--- config.mk ---
export PLATFORM = sky130hd
export DESIGN_NAME = vend_controller
export DESIGN_NICKNAME = d
export VERILOG_FILES = /design/src/rtl/vend_controller.sv
export SDC_FILE = /design/constraint.sdc
export NUM_CORES = 1
export LEC_CHECK = 0
export BUFFER_PORTS_ARGS = -buffer_cell sky130_fd_sc_hd__clkbuf_2
export CAP_MARGIN = 0
export CORE_ASPECT_RATIO = 1.4
export CORE_MARGIN = 2
export CORE_UTILIZATION = 45
export CTS_CLUSTER_DIAMETER = 120
export DETAILED_ROUTE_END_ITERATION = 8
export GPL_ROUTABILITY_DRIVEN = 0
export GPL_TIMING_DRIVEN = 0
export PLACE_DENSITY = 0.71
export SLEW_MARGIN = 20
export SYNTH_ARGS = -nofsm -noshare
export SYNTH_HDL_FRONTEND = slang
export SYNTH_SLANG_ARGS = --single-unit
--- constraint.sdc ---
create_clock -name i_clk -period 2.65 [get_ports i_clk]
set_input_delay 0 -clock i_clk [delete_from_list [all_inputs] [get_ports i_clk]]
set_output_delay 0 -clock i_clk [all_outputs]
set_load 0.05 [all_outputs]
--- src/rtl/vend_controller.sv ---
// Vending machine transaction controller: it sequences coin collection, price
// check, dispense handshake and change/refund against an external credit accumulator.
module vend_controller #(
  parameter logic [9:0]  PRICE_A     = 10'd50,
  parameter logic [9:0]  PRICE_B     = 10'd80,
  parameter logic [9:0]  PRICE_C     = 10'd100,
  parameter logic [9:0]  PRICE_D     = 10'd120,
  parameter logic [9:0]  PRICE_E     = 10'd150,
  parameter logic [2:0]  A           = 3'b001,
  parameter logic [2:0]  B           = 3'b011,
  parameter logic [2:0]  C           = 3'b010,
  parameter logic [2:0]  D           = 3'b110,
  parameter logic [2:0]  E           = 3'b111,
  parameter logic [15:0] TIMEOUT_CYC = 16'd50000
) (
  input  logic        i_clk,
  input  logic        i_rst,
  input  logic        i_coin_valid,
  input  logic [2:0]  i_coin,
  input  logic        i_sel_valid,
  input  logic [2:0]  i_sel,
  input  logic        i_cancel,
  input  logic        i_vend_ack,
  input  logic [31:0] i_collected,
  output logic        o_insert_en,
  output logic        o_col_rst,
  output logic        o_vend_valid,
  output logic [2:0]  o_vend_item,
  output logic        o_change_valid,
  output logic [31:0] o_change,
  output logic        o_busy,
  output logic        o_err_short,
  output logic        o_err_invalid
);

  typedef enum logic [2:0] {
    S_IDLE     = 3'd0,
    S_COLLECT  = 3'd1,
    S_CHECK    = 3'd2,
    S_DISPENSE = 3'd3,
    S_CHANGE   = 3'd4
  } state_t;

  state_t      r_state;
  state_t      w_next_state;
  logic [15:0] r_cnt;
  logic [2:0]  r_item;
  logic [9:0]  r_price;
  logic [31:0] r_change;
  logic        r_col_rst;

  logic        w_coin_acc;
  logic        w_sel_ok;
  logic [9:0]  w_sel_price;
  logic        w_timeout;
  logic        w_refund;
  logic        w_enough;

  // Coin codes are active-low one-cold; anything else is a jam or misread.
  function automatic logic f_coin_ok(input logic [2:0] coin);
    return (coin == 3'b110) || (coin == 3'b101) || (coin == 3'b011);
  endfunction

  assign w_coin_acc = i_coin_valid & f_coin_ok(i_coin) & ~i_cancel & ~i_rst &
                      ((r_state == S_IDLE) | (r_state == S_COLLECT));
  assign w_timeout  = (r_cnt == (TIMEOUT_CYC - 16'd1)) & ~w_coin_acc;
  assign w_refund   = (r_state == S_COLLECT) & (i_cancel | (~i_sel_valid & w_timeout));
  assign w_enough   = (i_collected >= {22'd0, r_price});

  always_comb begin
    w_sel_ok    = 1'b1;
    w_sel_price = '0;
    if      (i_sel == A) w_sel_price = PRICE_A;
    else if (i_sel == B) w_sel_price = PRICE_B;
    else if (i_sel == C) w_sel_price = PRICE_C;
    else if (i_sel == D) w_sel_price = PRICE_D;
    else if (i_sel == E) w_sel_price = PRICE_E;
    else                 w_sel_ok    = 1'b0;
  end

  always_ff @(posedge i_clk or posedge i_rst) begin
    if (i_rst) r_state <= S_IDLE;
    else       r_state <= w_next_state;
  end

  always_comb begin
    w_next_state = r_state;
    case (r_state)
      S_IDLE:     if (w_coin_acc) w_next_state = S_COLLECT;
      S_COLLECT: begin
        if (i_cancel)                      w_next_state = S_CHANGE;
        else if (i_sel_valid) begin
          if (w_sel_ok)                    w_next_state = S_CHECK;
        end
        else if (w_timeout)                w_next_state = S_CHANGE;
      end
      S_CHECK:    w_next_state = w_enough ? S_DISPENSE : S_COLLECT;
      S_DISPENSE: if (i_vend_ack) w_next_state = S_CHANGE;
      S_CHANGE:   w_next_state = S_IDLE;
      default:    w_next_state = S_IDLE;
    endcase
  end

  always_comb begin
    o_insert_en    = w_coin_acc;
    o_busy         = (r_state != S_IDLE);
    o_vend_valid   = (r_state == S_DISPENSE);
    o_change_valid = (r_state == S_CHANGE);
    o_err_short    = (r_state == S_CHECK) & ~w_enough;
    o_err_invalid  = (r_state == S_COLLECT) & i_sel_valid & ~w_sel_ok & ~i_cancel;
  end

  // Idle counter only runs in COLLECT, so leaving and re-entering clears it.
  always_ff @(posedge i_clk or posedge i_rst) begin
    if (i_rst)                                  r_cnt <= '0;
    else if (r_state != S_COLLECT || w_coin_acc) r_cnt <= '0;
    else                                        r_cnt <= r_cnt + 16'd1;
  end

  always_ff @(posedge i_clk or posedge i_rst) begin
    if (i_rst) begin
      r_item    <= '0;
      r_price   <= '0;
      r_change  <= '0;
      r_col_rst <= 1'b0;
    end else begin
      r_col_rst <= (w_next_state == S_CHANGE);
      if ((r_state == S_COLLECT) && !i_cancel && i_sel_valid && w_sel_ok) begin
        r_item  <= i_sel;
        r_price <= w_sel_price;
      end
      if (w_refund)
        r_change <= i_collected;
      else if ((r_state == S_CHECK) && w_enough)
        r_change <= i_collected - {22'd0, r_price};
    end
  end

  assign o_col_rst   = r_col_rst;
  assign o_vend_item = r_item;
  assign o_change    = r_change;

endmodule

==> flow_summary.toml <==
[power]
vdd_ir_drop_max_mv = 0.677
leakage_nw = 2.40
p_per_area_mw_per_mm2 = 1110

[worst_setup_path]
reg2reg_to = "o_change[5]"
cp.required_ns = 2.90
worstSetupPathType = "flop to flop"
startpoint_type = "flop"
crit_path_max_fanout = 10
worstPathArrival_ns = 2.97
cp-endpoint = "o_change[5]"
crit_start = "r_price[7]"
slowest_stage = "o41ai_4"
critical_path_buf_inv_count = 3
crit_path_cell_trace = "inv_2 > ha_4 > a2111o_1 > or3_4 > o41ai_4 > buf_6 > buf_8 > nand2_1 > a31oi_1"
cp.depth = 9
cp_top_family = "compound AO/OA/AOI/OAI gates"
r2r-start = "r_price[7]"
reg2reg_depth = 9
cpPeakStageDelay_ns = 0.50
worstSetupEndpointType = "flop"
rrSetupSlack_ns = -0.07

[synth]
synth.most_common_cell = "dfrtp_1"
synth_edf_count = 0
synth_common_cells = "dfrtp_1 (62), nor2_1 (45), nand2_1 (40)"
syn_nets = 494
netlist_instances = 441
syn_avg_cell_area_um2 = 8.88
synth_area_leader_cell = "dfrtp_1"
synthArstFlopShare_pct = 100
ys_types = 73
ys_ff_latch = 62
synth_top_area_share_pct = 39.6
yosys-top-cells-area = "dfrtp_1 (40%), nor2_1 (4.3%), nand3_1 (4.1%)"
yosys_warnings = 0
ys_seq_area_share_pct = 39.6
synth_ff_type = "dfrtp_1"
synth_area_mm2 = 0.00392

[placement]
pre_cts_ws_ns = -0.410
dp_cells = 630
dpl.hpwl_um = 8580
io_buffers = 83

[drt]
drtIter0Drc = 362
ant_nets = 0
drt-wirelength-per-cell_um = 18.2
drt-total-wl_um = 12500
via_per_inst = 6.07
drtPass1Iterations = 5
drc = 0
vias = 4177

[sta]
drv_slew = 0
period_minus_slack_ns = 2.72
fmax_ghz = 0.368
slew_headroom_pct = 59.7
setup_ws_ns = -0.0677
setup_viol = 10
rsz0062_at_grt = "yes"
hold_viol_final = 0
period_share_pct = 103
skew_ns = 0.00502
worst_pin_slew_ns = 0.604

[final_layout]
instances_no_fill = 688
area_growth_pct = 37.0
n_antenna_cell = 0
multi_input_area_mm2 = 0.00233
ff_latch_area_mm2 = 0.00155
nets = 631
drive_gt1_share_pct = 29.2
final.fill_count = 735

[die]
core_mm2 = 0.00851
chipHeight_um = 114
num_io_pins = 86
dieArea_mm2 = 0.00948
initial_core_util_pct = 46.0
die_x_um = 82.8
rows = 40

[min_path]
worstHoldStart = "i_sel[2]"
hp-class = "input port to flop"
whs_path_depth = 3

[clocking]
cts.path.max_buffers = 2
cts_buffers = 9
clkLatencyLatePin_ns = 0.34
cts_tree = "yes"
htreeDepth = 3
cts.sinks = 62
cts_root_buffer = "clkbuf_16"
clkTransAtPathRegs_ns = 0.06

[flow_run]
maxCapViolCount = 0

[global_routing]
grt_max_degree = 42
grt_antenna_before_repair = 0
grt_pass1_wl_um = 19700
gr-total-overflow = 0
grt_pass1_vias = 4003
grt_usage_pct = 26.4

[status]
violations = "setup timing"
status = "finished, violations left"
[layout by cell type (no fill, tap or decap), drive strengths merged, types with 4 or more instances in the layout]
cell	n
or4	12
a211o	6
xnor2	11
xor2	8
or3	6
ha	8
nand3b	4
o211ai	5
dfrtp	62
a31oi	5
buf	30
a21oi	14
inv	17
and2	7
clkbuf	104
nor3	14
a211oi	4
o21ai	10
mux2i	4
nand2b	10
nand3	32
nand2	41
nor3b	4
nand4	12
dlygate4sd3	26
nor4	8
nor2	45
and3	14
[kinds of logic after synthesis]
logic type	count (synthesis)	synth area share, %
fa+ha+maj	9	3.07
mux	6	1.60
compound gates	83	16.4
xor+xnor	19	4.25
buf+inv	40	4.66
simple gates	222	30.4
flops	62	39.6
[power by group]
part           leakage, nW  internal [mW]  switching [mW]  total (mW)
registers            0.778           1.29           0.217        1.50
clock network        0.138          0.682           0.471        1.15
logic                 1.48           1.11            2.20        3.31
total                 2.40           3.08            2.89        5.97
[how the worst min path moves through the flow]
stage / end / slack (ns)
3_5_place_dp: r_cnt[13] / -0.02
2_1_floorplan: o_change[7] / 0.12
5_1_grt: o_vend_item[2] / 0.03
6_report: o_vend_item[2] / 0.003
4_1_cts: o_change[30] / 0.0006
3_3_place_gp: o_change[7] / 0.23
[layer usage]
metal	part of all wire, %	global-route usage [%]	routed length, µm
met5	0	0	0
met4	4.6	13.9	573
met3	6.6	5.55	826
met2	50	46.2	6280
met1	39	30.3	4860
[per-stage QoR]
| stage | setup TNS, ns | hold slack, ns | utilization (%) | cell area (µm²) | power [mW] |
|---|---|---|---|---|---|
| 6_report | -0.191 | 0.00297 | 63.1 | 5370 | 5.97 |
| 5_1_grt | -1.17 | 0.0304 | 63.1 | 5370 | 6.25 |
| 4_1_cts | -0.0342 | 0.000567 | 61.5 | 5230 | 5.79 |
| 3_5_place_dp | -7.75 | -0.0155 | 52.9 | 4500 | 4.43 |
| 3_3_place_gp | -8.89 | 0.234 | 52.6 | 4470 | 4.37 |
| 2_1_floorplan | 0 | 0.116 | - | 3930 | 3.69 |
[layout make-up]
type	instances	area share, %
multi-input combinational	339	43.4
sequential	62	28.9
timing repair buffer	128	15.7
clock buffer	11	4.71
buffer	21	2.99
tap	105	2.45
inverter	17	1.24
clock inverter	5	0.630
[sequential cells by signal (all words and copies together) (netlist names)]
name	flops
o_change	32
o_col_rst	1
o_vend_item	3
r_cnt	16
r_price	7
r_state	3
[worst register-to-register path: cells and delay by family (launching register included)]
kind                     cells  cell delay (ns)
AO/OA/AOI/OAI                3             1.12
adder cells (fa/ha/maj)      1             0.22
buffers and inverters        3             0.44
flip-flops                   1             0.39
AND/OR/NAND/NOR              2             0.46
[what timing repair did]
| action | in CTS | in global routing |
|---|---|---|
| hold endpoints to repair | 89 | 0 |
| gates resized for setup | 27 | 27 |
| hold buffers | 26 | 0 |
| buffers inserted | 11 | 7 |
| gates cloned | 0 | 0 |
| pin swaps | 5 | 9 |
| setup endpoints to repair | 34 | 33 |
Power figures use the tool's default switching activity.
